<file path="src/rtl/reset_sequencer.sv">
// -----------------------------------------------------------------------------
// reset_sequencer
//
// Purpose:
//   Generates NUM_OUT per-domain active-high resets that are asserted together
//   and released one at a time in ascending index order. A reset can be requested
//   in two ways: an asynchronous external request, which is synchronized and
//   debounced, or a single-cycle software request.
//
//   Sequence: HOLD (all outputs asserted for HOLD_CYCLES after the last request)
//             -> RELEASE (one output cleared every STEP_CYCLES)
//             -> RUN (all outputs cleared, rst_done high).
//   A request in any state returns the sequencer to HOLD.
//
// Ports:
//   clk          in   rising-edge clock
//   rst          in   synchronous active-high reset; overrides all requests
//   ext_rst_req  in   asynchronous external reset request, active-high
//   sw_rst_req   in   synchronous single-cycle software reset request
//   reset_out    out  [NUM_OUT] per-domain resets, registered
//   rst_done     out  high in RUN (every reset_out bit released), registered
//   state        out  [2] 00 HOLD, 01 RELEASE, 10 RUN
//   last_cause   out  [2] 00 rst, 01 ext_rst_req, 10 sw_rst_req
// -----------------------------------------------------------------------------
module reset_sequencer #(
  parameter int SYNC_STAGES     = 2,   // 2..4
  parameter int DEBOUNCE_CYCLES = 4,   // 1..255
  parameter int HOLD_CYCLES     = 16,  // 1..65535
  parameter int STEP_CYCLES     = 8,   // 1..65535
  parameter int NUM_OUT         = 4    // 1..16
) (
  input  logic               clk,
  input  logic               rst,
  input  logic               ext_rst_req,
  input  logic               sw_rst_req,
  output logic [NUM_OUT-1:0] reset_out,
  output logic               rst_done,
  output logic [1:0]         state,
  output logic [1:0]         last_cause
);

  localparam int IDX_W = (NUM_OUT > 1) ? $clog2(NUM_OUT) : 1;

  localparam logic [7:0]         DEB_MAX   = 8'(DEBOUNCE_CYCLES);
  localparam logic [15:0]        HOLD_LAST = 16'(HOLD_CYCLES - 1);
  localparam logic [15:0]        STEP_LAST = 16'(STEP_CYCLES - 1);
  localparam logic [IDX_W-1:0]   IDX_LAST  = IDX_W'(NUM_OUT - 1);
  localparam logic [NUM_OUT-1:0] LSB_ONE   = NUM_OUT'(1);

  localparam logic [1:0] CAUSE_RST = 2'b00;
  localparam logic [1:0] CAUSE_EXT = 2'b01;
  localparam logic [1:0] CAUSE_SW  = 2'b10;

  typedef enum logic [1:0] {
    ST_HOLD    = 2'b00,
    ST_RELEASE = 2'b01,
    ST_RUN     = 2'b10
  } state_t;

  // ---------------------------------------------------------------------------
  // Synchronizer chain: the only logic that samples ext_rst_req directly.
  // ---------------------------------------------------------------------------
  logic [SYNC_STAGES-1:0] sync_q;

  for (genvar gi = 0; gi < SYNC_STAGES; gi++) begin : g_sync
    if (gi == 0) begin : g_first
      always_ff @(posedge clk) begin
        if (rst) sync_q[gi] <= 1'b0;
        else     sync_q[gi] <= ext_rst_req;
      end
    end else begin : g_rest
      always_ff @(posedge clk) begin
        if (rst) sync_q[gi] <= 1'b0;
        else     sync_q[gi] <= sync_q[gi-1];
      end
    end
  end

  logic sync_lvl;
  assign sync_lvl = sync_q[SYNC_STAGES-1];

  // ---------------------------------------------------------------------------
  // Debounce: saturating run-length counter of the synchronized level.
  // ext_deb is registered from the next-state count, so ext_deb_q is high in
  // exactly the cycles where deb_cnt_q equals DEBOUNCE_CYCLES.
  // ---------------------------------------------------------------------------
  logic [7:0] deb_cnt_q, deb_cnt_d;
  logic       ext_deb_q;

  always_comb begin
    deb_cnt_d = deb_cnt_q;
    if (!sync_lvl) begin
      deb_cnt_d = '0;
    end else if (deb_cnt_q != DEB_MAX) begin
      deb_cnt_d = deb_cnt_q + 8'd1;
    end
  end

  always_ff @(posedge clk) begin
    if (rst) begin
      deb_cnt_q <= '0;
      ext_deb_q <= 1'b0;
    end else begin
      deb_cnt_q <= deb_cnt_d;
      ext_deb_q <= (deb_cnt_d == DEB_MAX);
    end
  end

  // ---------------------------------------------------------------------------
  // Sequencer FSM
  // ---------------------------------------------------------------------------
  state_t             state_q, state_d;
  logic [15:0]        cnt_q, cnt_d;
  logic [IDX_W-1:0]   idx_q, idx_d;        // next output to release
  logic [NUM_OUT-1:0] reset_out_q, reset_out_d;
  logic               rst_done_q, rst_done_d;
  logic [1:0]         last_cause_q, last_cause_d;

  logic               req_active;
  logic [NUM_OUT-1:0] clr_mask;

  assign req_active = ext_deb_q | sw_rst_req;

  // One-hot select of the output addressed by idx_q.
  for (genvar gi = 0; gi < NUM_OUT; gi++) begin : g_mask
    assign clr_mask[gi] = (idx_q == IDX_W'(gi));
  end

  always_comb begin
    state_d      = state_q;
    cnt_d        = cnt_q;
    idx_d        = idx_q;
    reset_out_d  = reset_out_q;
    rst_done_d   = rst_done_q;
    last_cause_d = last_cause_q;

    if (req_active) begin
      // Requests keep the hold counter at zero, so the hold time starts
      // when the request goes away.
      state_d      = ST_HOLD;
      cnt_d        = '0;
      idx_d        = '0;
      reset_out_d  = '1;
      rst_done_d   = 1'b0;
      last_cause_d = ext_deb_q ? CAUSE_EXT : CAUSE_SW;
    end else begin
      case (state_q)
        ST_HOLD: begin
          if (cnt_q == HOLD_LAST) begin
            cnt_d       = '0;
            reset_out_d = reset_out_q & ~LSB_ONE;
            if (NUM_OUT == 1) begin
              // The only output is released here, so skip RELEASE.
              state_d    = ST_RUN;
              rst_done_d = 1'b1;
            end else begin
              state_d = ST_RELEASE;
              idx_d   = IDX_W'(1);
            end
          end else begin
            cnt_d = cnt_q + 16'd1;
          end
        end

        ST_RELEASE: begin
          if (cnt_q == STEP_LAST) begin
            cnt_d       = '0;
            reset_out_d = reset_out_q & ~clr_mask;
            idx_d       = idx_q + IDX_W'(1);
            if (idx_q == IDX_LAST) begin
              state_d    = ST_RUN;
              rst_done_d = 1'b1;
            end
          end else begin
            cnt_d = cnt_q + 16'd1;
          end
        end

        ST_RUN: begin
          // Stay released until a request or rst arrives.
        end

        default: begin
          // An unreachable encoding resets the sequence.
          state_d     = ST_HOLD;
          cnt_d       = '0;
          idx_d       = '0;
          reset_out_d = '1;
          rst_done_d  = 1'b0;
        end
      endcase
    end
  end

  always_ff @(posedge clk) begin
    if (rst) begin
      state_q      <= ST_HOLD;
      cnt_q        <= '0;
      idx_q        <= '0;
      reset_out_q  <= '1;
      rst_done_q   <= 1'b0;
      last_cause_q <= CAUSE_RST;
    end else begin
      state_q      <= state_d;
      cnt_q        <= cnt_d;
      idx_q        <= idx_d;
      reset_out_q  <= reset_out_d;
      rst_done_q   <= rst_done_d;
      last_cause_q <= last_cause_d;
    end
  end

  assign reset_out  = reset_out_q;
  assign rst_done   = rst_done_q;
  assign state      = state_q;
  assign last_cause = last_cause_q;

endmodule
</file>
<file path="config.mk">
export PLATFORM = sky130hd
export DESIGN_NAME = reset_sequencer
export DESIGN_NICKNAME = d
export VERILOG_FILES = /design/src/rtl/reset_sequencer.sv
export SDC_FILE = /design/constraint.sdc
export NUM_CORES = 1
export LEC_CHECK = 0
export CAP_MARGIN = 20
export CORE_ASPECT_RATIO = 1.4
export CORE_MARGIN = 5
export CORE_UTILIZATION = 40
export CTS_CLUSTER_DIAMETER = 100
export DETAILED_ROUTE_END_ITERATION = 6
export GPL_ROUTABILITY_DRIVEN = 0
export MAX_ROUTING_LAYER = met4
export PLACE_DENSITY = 0.69
export SLEW_MARGIN = 0
export SYNTH_ARGS = -nofsm -noshare
export SYNTH_HDL_FRONTEND = slang
export SYNTH_SLANG_ARGS = --single-unit
</file>
<file path="constraint.sdc">
create_clock -name clk -period 1.6 [get_ports clk]
set_input_delay 0.16 -clock clk [delete_from_list [all_inputs] [get_ports clk]]
set_output_delay 0.16 -clock clk [all_outputs]
set_load 0.02 [all_outputs]
</file>
==> impl_metrics.yaml <==
setup_path:
  slowest_delay_ns: 0.48
  endpoint: "cnt_q[13]$_SDFFE_PP0N_"
  cp_cell_sequence: "buf_4 -> nand4_2 -> or2_4 -> or4_4 -> a21oi_2"
  worstSetupEndpointType: "flop"
  crit_type: "flop to flop"
  startpoint_type: "flop"
  regToRegSetupSlack_ns: 0.04
  rr_startpoint: "cnt_q[5]$_SDFFE_PP0N_"
  cp_slowest_cell: "or4_4"
  cp.required_ns: 1.84
  worst-path-max-fanout: 5
  timing.rr.end: "cnt_q[13]$_SDFFE_PP0N_"
  arrival_ns: 1.80
  worstSetupStartpoint: "cnt_q[5]$_SDFFE_PP0N_"
  reg2reg_depth: 5
placement:
  dp_hpwl_mm: 3.66
  port_buffers: 12
layout:
  drive_above_1_share: 0.266
  insertedDiodeCount: 0
  fin_nets: 303
  area_delta_synth_final_pct: 32.0
timing:
  fmax_mhz: 642
  finalHoldViolCount: 0
  period_share: 0.973
  fin_setup_tns_ns: 0
  hold_slack_ns: 0.428
  drv_slew: 0
  max_slew_margin: 0.795
  worst_pin_slew_ns: 0.305
  rsz0062_at_grt: "true"
  setup_viol: 0
  skew_ns: 0.00902
  min_period_ns: 1.56
global_route:
  grt_max_degree: 12
  grt_pass1_vias: 1866
  grt_pass1_wl_mm: 8.19
  grt_usage: 0.159
  grt-ovfl-total: 0
  grt_antenna_before_repair: 0
synthesis:
  syn-num-nets: 249
  ys_types: 49
  synth_ff_type: "dfxtp_1"
  yosysTopAreaCell: "dfxtp_1"
  synthCells: 238
  synth_enable_flop_cells: 0
  synthArstFlopShare: 0
  netlist.area_leader.share: 0.380
  yosys-top-cells-area: "dfxtp_1 38%, ha_1 4.4%, nor2_1 4.1%, nand3_1 3.7%, nand2_1 3.6%"
  yosysSeqAreaShare: 0.380
  netlist_top_cells_count: "38 x dfxtp_1, 22 x nor2_1, 19 x nand2_1"
  syn_area_per_cell_um2: 8.42
  netlist_area_um2: 2000
  synth-seq-cells: 38
  ys_warn_count: 0
  yosysMostFrequentCell: "dfxtp_1"
pwr:
  clockPowerShare: 0.395
  power.share.switching: 0.221
  p_switching_mw: 0.380
  p_per_area_nw_per_um2: 651
  combPwrFrac: 0.050
  irDropWorstVdd_mv: 0.489
  internal_power_mw: 1.34
  p_leak_nw: 1.03
  power_frac_seq: 0.555
die:
  initial_core_util: 0.414
  ios: 13
  num_rows: 30
  dieHeight_um: 93.8
  design.die.area_um2: 6550
  fp.dieW_um: 69.8
  core_area_um2: 4840
route:
  route.detailed.drc: 0
  drt_pass1_iterations: 4
  ant_nets: 0
  routedWlPerCell_um: 13.3
  vias: 1886
  drt_iter0_drc: 132
  wl_mm: 4.75
  viasPerCell: 5.28
clock_tree:
  clock_latency_ns: 0.29
  cts_tree: "yes"
  path_clk_slew_ns: 0.08
  post_cts_buffers: 0
  clock_path_buffers: 2
  numCtsBuffers: 5
  htreeDepth: 2
  cts_root_buf: "clkbuf_8"
  cts_hold_buf: 0
  cts_sinks: 38
min_path:
  hold_path.class: "input pin to flop"
run_status:
  outcome: "completed"
run:
  drv_cap: 0
how the worst min path moves through the flow:
stage / end / startpoint / depth (start not counted)
finish: sync_q[0]$_SDFF_PP0_ / ext_rst_req / 2
global route: sync_q[0]$_SDFF_PP0_ / ext_rst_req / 2
CTS: sync_q[0]$_SDFF_PP0_ / ext_rst_req / 2
detailed placement: sync_lvl$_SDFF_PP0_ / sync_q[0]$_SDFF_PP0_ / 1
global placement: sync_lvl$_SDFF_PP0_ / sync_q[0]$_SDFF_PP0_ / 1
floorplan: sync_lvl$_SDFF_PP0_ / rst / 1
placed cells by master, fill, tap and decap left out, drive strengths merged, types with 2 or more instances in the layout:
cell	instances
and4	3
nor2b	6
clkbuf	7
xnor2	6
clkdlybuf4s50	11
and3	4
nand2	19
nand4b	2
and2	4
nand4	8
nand3	16
or4	4
ha	7
nor2	23
o21ai	10
o31ai	2
o211ai	4
buf	45
nor3	8
a31oi	3
a211o	2
nand2b	7
xor2	7
nor4	6
a21o	2
dfxtp	38
a21oi	12
or3	6
inv	11
kinds of logic after synthesis:
kind of cell,count (synthesis),share of synthesized area
muxes,1,0.00499
xor gates and xnor gates,13,0.0568
buffers and inverters,21,0.0468
AOI/OAI and AO/OA,40,0.135
adders and majority gates,7,0.0437
DFF,38,0.380
and+or+nand+nor,118,0.333
power groups by stage:
stage | combinational [mW] | clock (mW) | sequential [mW]
2_1_floorplan | 0.0300 | 0 | 0.981
3_3_place_gp | 0.0844 | 0 | 0.977
3_5_place_dp | 0.0856 | 0 | 0.978
4_1_cts | 0.0870 | 0.699 | 0.956
5_1_grt | 0.0952 | 0.740 | 0.956
6_report | 0.0869 | 0.680 | 0.956
timing repair:
action,in CTS,in global routing
resized for setup,2,17
endpoints found under the setup margin,3,18
pin swaps,0,2
state kept, by name, summed over array words and instances, names as in the netlist:
register	cells
cnt_q	16
deb_cnt_q	8
reset_out	4
idx_q	2
last_cause	2
state	2
ext_deb_q	1
rst_done	1
sync_lvl	1
sync_q	1
cell type report:
cell class / instances / area [µm²]
Fill cell: 451 / 2200
Clock inverter: 1 / 5.00
Sequential cell: 38 / 766
Tap cell: 64 / 80.1
Clock buffer: 7 / 86.3
Inverter: 11 / 41.3
Multi-Input combinational cell: 179 / 1200
Timing Repair Buffer: 57 / 464
stage by stage:
stage                     power, mW  worst slack [ns]   util  std cells  instance area, µm²
after floorplan                1.01            0.0113      -        238                2000
after global placement         1.06           -0.0802  0.514        349                2490
after detailed placement       1.06           -0.0999  0.514        349                2490
after CTS                      1.74         -0.000659  0.534        357                2590
after global routing           1.79           -0.0158  0.546        357                2650
final                          1.72            0.0425  0.546        357                2650
worst max-delay path: cells and delay by family (launching register included):
family                 cells  cell delay (ns)
buffers and inverters      1             0.13
AO/OA/AOI/OAI              1             0.13
AND/OR/NAND/NOR            3             0.90
flip-flops                 1             0.34
metal layers:
| layer | wire (µm) | part of all wire | global-route usage |
|---|---|---|---|
| met1 | 1940 | 0.41 | 0.160 |
| met3 | 133 | 0.028 | 0.0257 |
| met2 | 2590 | 0.54 | 0.297 |
| met5 | 0 | 0 | - |
| met4 | 89 | 0.019 | 0.0735 |
(Power assumes the default switching activity.)
